File: config.mk
export PLATFORM = sky130hd
export DESIGN_NAME = color_bar_gen
export DESIGN_NICKNAME = d
export VERILOG_FILES = /design/src/rtl/color_bar_gen.sv
export SDC_FILE = /design/constraint.sdc
export NUM_CORES = 1
export LEC_CHECK = 0
export BUFFER_PORTS_ARGS = -buffer_cell sky130_fd_sc_hd__buf_2
export CORE_MARGIN = 8
export CORE_UTILIZATION = 45
export CTS_BUF_LIST = sky130_fd_sc_hd__clkbuf_4
export DETAILED_ROUTE_END_ITERATION = 7
export GPL_ROUTABILITY_DRIVEN = 0
export PLACE_DENSITY = 0.82
export SYNTH_ARGS = -nofsm -noshare
export SYNTH_HDL_FRONTEND = slang
export SYNTH_SLANG_ARGS = --single-unit
File: constraint.sdc
create_clock -name clk_25 -period 3.4 [get_ports clk_25]
set_clock_uncertainty 0.15 [all_clocks]
set_input_delay 0.68 -clock clk_25 [delete_from_list [all_inputs] [get_ports clk_25]]
set_output_delay 0.68 -clock clk_25 [all_outputs]
set_load 0.005 [all_outputs]
File: src/rtl/color_bar_gen.sv
// Test-pattern generator: vertical bars, horizontal bars, checkerboard or scrolling bars, registered RGB.
// Define COLOR_BAR_SCROLL_EN to build the scroll offset logic; otherwise mode 3 renders as vertical bars.
module color_bar_gen #(
  parameter int unsigned HVID        = 640,
  parameter int unsigned VVID        = 480,
  parameter int unsigned NUM_BARS    = 8,
  parameter int unsigned COLOR_W     = 8,
  parameter int unsigned SCROLL_STEP = 16
) (
  input  logic               clk_25,
  input  logic               rst,
  input  logic [9:0]         horizontal_num,
  input  logic [9:0]         vertical_num,
  input  logic               video_on,
  input  logic               frame_start,
  input  logic [1:0]         mode_in,
  output logic [COLOR_W-1:0] red,
  output logic [COLOR_W-1:0] green,
  output logic [COLOR_W-1:0] blue,
  output logic [1:0]         mode_active
);

  typedef enum logic [1:0] {
    MODE_VBARS   = 2'd0,
    MODE_HBARS   = 2'd1,
    MODE_CHECKER = 2'd2,
    MODE_SCROLL  = 2'd3
  } mode_t;

  localparam logic [10:0] BAR_W  = 11'(HVID / NUM_BARS);
  localparam logic [10:0] BAR_H  = 11'(VVID / NUM_BARS);
  localparam logic [10:0] HVID_W = 11'(HVID);
  localparam logic [10:0] VVID_W = 11'(VVID);
  localparam logic [2:0]  LAST   = 3'(NUM_BARS - 1);

  // Remainder pixels past the last full bar fold into the last bar.
  function automatic logic [2:0] bar_idx(input logic [10:0] coord, input logic [10:0] size);
    logic [10:0] q;
    q = coord / size;
    return (q > {8'd0, LAST}) ? LAST : 3'(q);
  endfunction

  function automatic logic [3*COLOR_W-1:0] palette(input logic [2:0] idx);
    logic [2:0] m;
    case (idx)
      3'd0:    m = 3'b111;
      3'd1:    m = 3'b110;
      3'd2:    m = 3'b011;
      3'd3:    m = 3'b010;
      3'd4:    m = 3'b101;
      3'd5:    m = 3'b100;
      3'd6:    m = 3'b001;
      default: m = 3'b000;
    endcase
    return {{COLOR_W{m[2]}}, {COLOR_W{m[1]}}, {COLOR_W{m[0]}}};
  endfunction

  mode_t                mode_q;
  logic [10:0]          h_ext;
  logic [10:0]          v_ext;
  logic [2:0]           h_idx;
  logic [2:0]           v_idx;
  logic [2:0]           x_idx;
  logic [2:0]           pix_idx;
  logic                 in_active;
  logic [3*COLOR_W-1:0] pix_rgb;

  assign h_ext       = {1'b0, horizontal_num};
  assign v_ext       = {1'b0, vertical_num};
  assign h_idx       = bar_idx(h_ext, BAR_W);
  assign v_idx       = bar_idx(v_ext, BAR_H);
  assign mode_active = mode_q;

`ifdef COLOR_BAR_SCROLL_EN
  logic [9:0]  offset;
  logic [10:0] xs_sum;
  logic [10:0] xs;
  logic [10:0] off_sum;
  logic [10:0] off_next;

  // Sums kept at 11 bits so the wrap compare sees the true value.
  always_comb begin
    xs_sum   = h_ext + {1'b0, offset};
    xs       = (xs_sum >= HVID_W) ? xs_sum - HVID_W : xs_sum;
    off_sum  = {1'b0, offset} + 11'(SCROLL_STEP);
    off_next = (off_sum >= HVID_W) ? off_sum - HVID_W : off_sum;
  end

  assign x_idx = bar_idx(xs, BAR_W);

  always_ff @(posedge clk_25) begin
    if (rst) begin
      offset <= '0;
    end else if (frame_start) begin
      offset <= (mode_t'(mode_in) == MODE_SCROLL) ? 10'(off_next) : '0;
    end
  end
`else
  assign x_idx = h_idx;
`endif

  always_comb begin
    in_active = video_on && (h_ext < HVID_W) && (v_ext < VVID_W);
    pix_idx   = h_idx;
    case (mode_q)
      MODE_HBARS:   pix_idx = v_idx;
      MODE_CHECKER: pix_idx = (h_idx[0] ^ v_idx[0]) ? LAST : 3'd0;
      MODE_SCROLL:  pix_idx = x_idx;
      default:      pix_idx = h_idx;
    endcase
    pix_rgb = in_active ? palette(pix_idx) : '0;
  end

  // The pixel uses the pre-edge mode/offset even if frame_start lands in active video.
  always_ff @(posedge clk_25) begin
    if (rst) begin
      {red, green, blue} <= '0;
      mode_q             <= MODE_VBARS;
    end else begin
      {red, green, blue} <= pix_rgb;
      if (frame_start) begin
        mode_q <= mode_t'(mode_in);
      end
    end
  end

endmodule

# Word level (Yosys, flattened, before mapping)
# Cells that the tools add are included.
word_totals:
  n_memories: 0
  inputBits: 26
  elab_cells: 29
  register_bits: 5
  mem_bits_ro: 0
  out_inout_bits: 26
  mem_bits_rw: 0
  latch_bits: 0
op_classes:
  n_mul: 0
  n_lt_le_gt_ge: 4
  n_reduce_logical: 4
  n_addsub: 0
  bitwise: 2
  n_eq_ne: 8
  n_div: 2
  mux: 5
  shift: 0
ops:
  columns: ["op", "n"]
  rows:
  - ["$gt 11x3->1 const B", 2]
  - ["$pmux 3 s7", 1]
  - ["$div 10x6->11 const B", 1]
  - ["$div 10x7->11 const B", 1]
  - ["$lt 10x10->1 const B", 1]
  - ["$lt 10x9->1 const B", 1]
  - ["$eq 3x3->1 const B", 3]
  - ["$mux 3", 3]
  - ["$eq 3x2->1 const B", 2]
  - ["$pmux 3 s2", 1]
  - ["$eq 3x1->1 const B", 1]
  - ["$logic_not 3->1", 1]
  - ["$eq 2x1->1 const B", 1]
  - ["$eq 2x2->1 const B", 1]
  - ["$logic_and 1x1->1", 2]
  - ["$reduce_or 2->1", 1]
  - ["$not 1->1", 1]
  - ["$xor 1x1->1", 1]

# Depth between registers and ports, before layout
# Gate-level depths: netlist of the first run.
depth:
  depth_word: 8
  ltp_mapped: 8
  mapped_depth_nobuf: 7

# Worst setup path after synthesis of the first run
# No wires, ideal clock.
synth_path:
  path_type: "in2reg"
  from: "input port vertical_num[9]"
  to: "register, netlist name red[0]"
  t_arrival_ns: 2.064
  required_time_ns: 3.119
  path_slack_ns: 1.055
  cell_stages: 8
  path_cell_list: "buf_6 > xnor2_1 > o32ai_1 > a22o_2 > o32ai_2 > or3_1 > a21boi_2 > o21ai_1"
synth_between:
  elab_chain_cells: 8
  word_cells_on_any_way: 18
  classes_between: "div: 1; order compare: 2; eq/ne: 6; mux: 4; bitwise: 2; reduce/logical: 3"
synth_lines:
  columns: ["element", "line_no", "rtl"]
  rows:
  - ["start: declaration", "13", "input logic [9:0] vertical_num,"]
  - ["$div 10x6->11", "39", "q = coord / size;"]
  - ["$gt 11x3->1", "40", "return (q > {8'd0, LAST}) ? LAST : 3'(q);"]
  - ["$mux 3", "40", null]
  - ["$xor 1x1->1", "107", "MODE_CHECKER: pix_idx = (h_idx[0] ^ v_idx[0]) ? LAST : 3'd0;"]
  - ["$mux 3", "107", null]
  - ["$pmux 3 s2", "105", "case (mode_q)"]
  - ["$eq 3x3->1, or another cell as far along", "45", "case (idx)"]
  - ["$pmux 3 s7", "45", null]
# Several ways; a longest one is shown, not always the timed one.
# A chain may end at the register's enable or synchronous reset.

# Worst setup path in the final report of the first run
layout_path:
  from: "input port vertical_num[8]"
  to: "register, netlist name green[0]"
layout_between:
  elab_chain_cells: 8
  word_cells_on_any_way: 18
  classes_between: "div: 1; order compare: 2; eq/ne: 6; mux: 4; bitwise: 2; reduce/logical: 3"
layout_lines:
  columns: ["element", "line_no"]
  rows:
  - ["$div 10x6->11", "39"]
  - ["$gt 11x3->1", "40"]
  - ["$mux 3", "40"]
  - ["$xor 1x1->1", "107"]
  - ["$mux 3", "107"]
  - ["$pmux 3 s2", "105"]
  - ["$eq 3x3->1, or another cell as far along", "45"]
  - ["$pmux 3 s7", "45"]
# Several ways; a longest one is shown, not always the timed one.

==> results_dict.tcl, run 1 <==
set metrics [dict create \
    status "completed" \
    required_ns 3.39 \
    ys_dominant_reg_cell "dfxtp_1" \
    grt_pass1_wl_um 3210 \
    postSynth.asyncResetShare_pct 0 \
    antenna_left 0 \
    fillCellCount 184 \
    synth_fp_nets 142 \
    worst_ep_arrival_time_ns 2.40 \
    synth_edf_count 0 \
    dr_wl_met2_um 998 \
    layout.area.seq_um2 100 \
    max-clock-path-buffers 2 \
    setup_viol 0 \
    grt_pass1_vias 758 \
    grt_max_degree 14 \
    post-route-period-util_pct 70.9 \
    cpMostUsedCell "o32ai_1" \
    p_leak_nw 0.467 \
    highest_layer "met3" \
    tightest_slew_ns 0.494 \
    yosysTopAreaCell "buf_4" \
    first_pass_iters 6 \
    yosys.area_share.simple_pct 20.9 \
    met1_length_um 906 \
    hold_viol_final 0 \
    yosysUniqueCellTypes 37 \
    start_kind "input port" \
    clkSlewWorstSetupHoldPaths_ns 0.04 \
    via_per_inst 5.32 \
    wirelength_um 2140 \
    htree_levels 1 \
    yosys_warnings 0 \
    ys_top_cells_by_area "buf_4 20%, dfxtp_1 12%, buf_6 5.3%" \
    cp-endpoint "green[0]$_SDFF_PP0_" \
    powerDensity_nw_per_um2 248 \
    critPathMaxFanout 13 \
    insertion_delay_ns 0.24 \
    fp.dieH_um 59.6 \
    wl_per_cell_um 13.3 \
    rrSetupSlack_ns 1.67 \
    timing.hold.ws_ns 0.395 \
    grt_setup_unrepaired "false" \
    synth-xor-area-share_pct 2.05 \
    worst_r2r_path_depth 5 \
    critical_path_class "in -> reg" \
    synth_common_cells "23 x buf_4, 9 x nand2_1, 7 x nor2_1, 7 x o21ai_0" \
    dp_hpwl_um 1740 \
    cpMaxStageDelayCell "o21ai_0" \
    drc 0 \
    syn_area_um2 856 \
    wl_met3_um 233 \
    post-cts-setup-buffers 0 \
    initial_utilization_pct 48.5 \
    maxSlewViolCount 0 \
    post_synth_mux_area_share_pct 3.51 \
    drv_cap 0 \
    finalCriticalPeriod_ns 2.41 \
    die_w_um 59.6 \
    grt_overflow 0 \
    via_count 856 \
    pin_count 52 \
    cts_sinks 5 \
    core_um2 1760 \
    nets 165 \
    num_antenna_cells 0 \
    cts_root_buf "clkbuf_4" \
    yosysTopAreaCellShare_pct 20.2 \
    grtUsageTotal_pct 10.9 \
    path_cells "buf_2, xnor2_1, o32ai_1, a22o_2, o32ai_1, o21ai_0, a21boi_2, o41ai_2" \
    synth_fa_ha_area_share_pct 4.09 \
    numCtsBuffers 3 \
    hold_class "reg -> reg" \
    peakVddDrop_v 0.000177 \
    synth.most_common_cell "buf_4" \
    synth_compound_area_share_pct 29.7 \
    worstReg2RegEnd "blue[0]$_SDFF_PP0_" \
    max_stage_delay_ns 0.32 \
    tns_ns 0 \
    ys_ff_latch 5 \
    r2r_start "mode_active[0]$_SDFFE_PP0P_" \
    cts_resized 0 \
    end_kind "flip-flop" \
    drive_gt1_share_pct 41.2 \
    placed_area_um2 895 \
    final_core_util_pct 52.4 \
    timing.fmax_ghz 0.415 \
    cts_tree "done" \
    drt_iter0_markers 26 \
    synth_top_family_by_area "compound AO/OA/AOI/OAI gates" \
    num_rows 15 \
    numPortBuffers 45 \
    synthToLayoutAreaGrowth_pct 8.04 \
    grt_antenna_before_repair 0 \
    ys_seq_area_share_pct 11.7 \
    synthCells 114 \
    cp-startpoint "vertical_num[8]" \
    slew_headroom_pct 67.0 \
    multi_input_area_um2 515 \
    final_area_um2 925 \
    syn_area_per_cell_um2 7.51 \
    cts_hold_buffers 0 \
    die-area_um2 3550 \
]
==> power breakdown <==
group	switching (mW)	total [mW]	internal, mW
combinational	0.0499	0.0883	0.0383
clock	0.0251	0.0774	0.0524
sequential	0.00261	0.0640	0.0614
==> sequential cells by signal, indices dropped and copies added (netlist names) <==
| register | flops |
|---|---|
| mode_active | 2 |
| blue | 1 |
| green | 1 |
| red | 1 |
==> kinds of logic after synthesis <==
logic type                 after synthesis
adders and majority gates                3
and+or+nand+nor                         34
DFF                                      5
xor gates and xnor gates                 2
muxes                                    3
buffers and inverters                   33
AOI/OAI and AO/OA                       34
==> layer usage <==
layer  track usage [%]  up-vias
met3              3.25        0
li1                  -      436
met4              1.02        0
met5                 0        -
met2              19.6       41
met1              12.6      379
==> how the worst min path moves through the flow <==
stage / startpoint / endpoint / slack (ns) / cells after the start
global placement: mode_active[1]$_SDFFE_PP0P_ / mode_active[1]$_SDFFE_PP0P_ / 0.38 / 2
finish: mode_active[1]$_SDFFE_PP0P_ / mode_active[1]$_SDFFE_PP0P_ / 0.39 / 2
CTS: mode_active[1]$_SDFFE_PP0P_ / mode_active[1]$_SDFFE_PP0P_ / 0.40 / 2
global route: mode_active[1]$_SDFFE_PP0P_ / mode_active[1]$_SDFFE_PP0P_ / 0.43 / 2
detailed placement: mode_active[1]$_SDFFE_PP0P_ / mode_active[1]$_SDFFE_PP0P_ / 0.39 / 2
floorplan: mode_active[1]$_SDFFE_PP0P_ / mode_active[1]$_SDFFE_PP0P_ / 0.38 / 2
==> layout by cell type, fill, tap and decap left out, types with 3 or more instances in the layout <==
cell type / n
nor2_1: 7
clkbuf_4: 4
mux2i_1: 3
nand3_1: 6
buf_2: 45
inv_1: 6
nand2_1: 9
o21ai_0: 7
a21oi_1: 6
dfxtp_1: 5
nand4_1: 4
==> critical path: cells and delay by family <==
family	cells	cell delay (ns)
buf+inv	1	0.18
compound gates	6	1.39
xor+xnor	1	0.15
==> layout make-up <==
type	instances	share of cell area, %
well taps	25	3.38
inverters	6	2.44
multi-input cells	76	55.8
clock buffers	4	3.25
repair buffers	45	24.4
flip-flops and latches	5	10.8
==> metrics by stage <==
| stage | std cells | setup slack [ns] | total power, mW |
|---|---|---|---|
| finish | 161 | 0.990 | 0.230 |
| global route | 161 | 0.899 | 0.242 |
| CTS | 161 | 1.03 | 0.229 |
| detailed placement | 157 | 0.786 | 0.152 |
| global placement | 157 | 0.850 | 0.148 |
| floorplan | 114 | 1.06 | 0.133 |
Note: power is estimated with default switching activity, not from simulation.
==> run 2: changes to the inputs <==
--- a/config.mk
+++ b/config.mk
@@ -7,11 +7,11 @@
 export LEC_CHECK = 0
 export BUFFER_PORTS_ARGS = -buffer_cell sky130_fd_sc_hd__buf_2
 export CORE_MARGIN = 8
-export CORE_UTILIZATION = 45
+export CORE_UTILIZATION = 40
 export CTS_BUF_LIST = sky130_fd_sc_hd__clkbuf_4
 export DETAILED_ROUTE_END_ITERATION = 7
 export GPL_ROUTABILITY_DRIVEN = 0
-export PLACE_DENSITY = 0.82
+export PLACE_DENSITY = 0.77
 export SYNTH_ARGS = -nofsm -noshare
 export SYNTH_HDL_FRONTEND = slang
 export SYNTH_SLANG_ARGS = --single-unit
==> constraint.sdc (replaced) <==
create_clock -name clk_25 -period 1.9 [get_ports clk_25]
set_clock_uncertainty 0.15 [all_clocks]
set_input_delay 0.38 -clock clk_25 [delete_from_list [all_inputs] [get_ports clk_25]]
set_output_delay 0.38 -clock clk_25 [all_outputs]
set_load 0.005 [all_outputs]
==> results_dict.tcl, run 2 (synthesis results as in run 1) <==
set metrics [dict create \
    cp_top_family "simple AND/OR/NAND/NOR gates" \
    drc 0 \
    die-area_um2 3880 \
    clkSlewWorstSetupHoldPaths_ns 0.04 \
    drt_iter0_markers 32 \
    via_per_inst 5.42 \
    mostFrequentLayoutCell "buf_2" \
    peakVddDrop_v 0.000246 \
    worst-path-buf-inv 1 \
    layout.area.seq_um2 100 \
    largest_reg_flops 2 \
    finalCriticalPeriod_ns 1.91 \
    cts_root_buf "clkbuf_4" \
    grt_pass1_wl_um 4170 \
    post-route-period-util_pct 100 \
    initial_utilization_pct 43.2 \
    powerDensity_nw_per_um2 394 \
    worst_ep_arrival_time_ns 1.90 \
    cts_tree "done" \
    r2r_start "mode_active[0]$_SDFFE_PP0P_" \
    num_rows 16 \
    worstReg2RegEnd "blue[0]$_SDFF_PP0_" \
    rrSetupSlack_ns 0.15 \
    placed_area_um2 1060 \
    place_ws_ns -0.357 \
    antenna_left 0 \
    final_core_util_pct 66.9 \
    maxSlewViolCount 0 \
    critPathMaxFanout 5 \
    status "finished with violations" \
    htree_levels 1 \
    grt_antenna_before_repair 0 \
    numCtsBuffers 3 \
    end_kind "flip-flop" \
    min_to "mode_active[1]$_SDFFE_PP0P_" \
    insertion_delay_ns 0.25 \
    grt_pass1_vias 1002 \
    nets 188 \
    p_leak_nw 0.645 \
    hold_class "in -> reg" \
    grt_max_degree 10 \
    most-common-layout-cells "39 x buf_2, 19 x buf_4, 9 x nand2_1" \
    drv_cap 0 \
    path_cells "buf_8, and2_4, o32ai_4, a22o_4, o32ai_4, or4_1, nand2_1, a21oi_2" \
    critical_path_class "in -> reg" \
    cts_hold_buffers 0 \
    drive_gt1_share_pct 56.6 \
    required_ns 1.89 \
    timing.fmax_ghz 0.524 \
    first_pass_iters 4 \
    hold_depth 2 \
    die_w_um 62.3 \
    max-clock-path-buffers 2 \
    fillCellCount 148 \
    setup_slack_ns -0.00915 \
    min-delay-start "rst" \
    num_antenna_cells 0 \
    violations "setup timing" \
    max_stage_delay_ns 0.52 \
    wirelength_um 2760 \
    fp.dieH_um 62.3 \
    grtUsageTotal_pct 12.2 \
    pin_count 52 \
    start_kind "input port" \
    final_area_um2 1330 \
    slew_headroom_pct 71.9 \
    numPortBuffers 45 \
    worst_r2r_path_depth 5 \
    cts_sinks 5 \
    synthToLayoutAreaGrowth_pct 54.8 \
    dp_hpwl_um 1980 \
    hold_viol_final 0 \
    tightest_slew_ns 0.421 \
    core_um2 1980 \
    cp.depth 8 \
    setup_viol 3 \
    wl_per_cell_um 14.9 \
    grt_setup_unrepaired "true" \
    cpMaxStageDelayCell "or4_1" \
    grt_overflow 0 \
    via_count 1009 \
    cpMostUsedCell "o32ai_4" \
    multi_input_area_um2 641 \
]
run 2: cell types whose count changed in the layout (fill, tap and decap cells not counted), sizes merged:
cell / before / now
buf: 45 / 67
clkbuf: 4 / 5
run 2: how the worst max path moves through the flow:
stage | from | to | slack [ns]
6_report | vertical_num[6] | blue[0]$_SDFF_PP0_ | -0.009
5_1_grt | vertical_num[6] | green[0]$_SDFF_PP0_ | -0.11
4_1_cts | vertical_num[7] | green[0]$_SDFF_PP0_ | -0.06
3_5_place_dp | vertical_num[4] | red[0]$_SDFF_PP0_ | -0.36
3_3_place_gp | vertical_num[4] | red[0]$_SDFF_PP0_ | -0.26
2_1_floorplan | vertical_num[9] | red[0]$_SDFF_PP0_ | -0.13
run 2: final cells by class:
class	instances	share of cell area [%]
clock buffer	4	2.27
timing repair buffer	68	37.6
sequential	5	7.55
inverter	6	1.70
multi-input combinational	76	48.3
tap	27	2.55
run 2: timing repair:
action	in CTS	in global routing
hold endpoints to repair	0	0
cloned	0	1
endpoints found under the setup margin	3	3
buffers inserted	1	1
resized for setup	26	15
pin swaps	10	14
run 2: layer usage:
metal / routed length [um] / up-vias / global-route usage [%] / share of wire, %
met5: 0 / - / 0 / 0
met4: 34 / 0 / 5.13 / 1.2
met3: 329 / 5 / 5.73 / 12
met2: 1510 / 52 / 23.3 / 55
met1: 891 / 469 / 10.6 / 32
li1: - / 483 / - / -
run 2: worst reg2reg max path: cells and delay by family, from the launching register on:
kind | cells | cell delay (ns)
DFF | 1 | 0.36
buffers and inverters | 1 | 0.06
AOI/OAI and AO/OA | 1 | 0.05
adders and majority gates | 1 | 0.38
and+or+nand+nor | 2 | 0.64
run 2: power by group:
| part | switching, mW | internal, mW | total, mW |
|---|---|---|---|
| combinational | 0.124 | 0.141 | 0.266 |
| clock | 0.0475 | 0.0939 | 0.141 |
| sequential | 0.00488 | 0.110 | 0.115 |
| total | 0.177 | 0.345 | 0.522 |
run 2: per-stage QoR:
step / hold slack (ns) / std cells / setup TNS [ns] / power (mW)
4_1_cts: 0.176 / 184 / -0.130 / 0.480
5_1_grt: 0.162 / 186 / -0.278 / 0.554
3_5_place_dp: 0.405 / 179 / -1.02 / 0.309
2_1_floorplan: 0.302 / 114 / -0.376 / 0.238
6_report: 0.175 / 186 / -0.0244 / 0.522
3_3_place_gp: 0.382 / 179 / -0.758 / 0.299
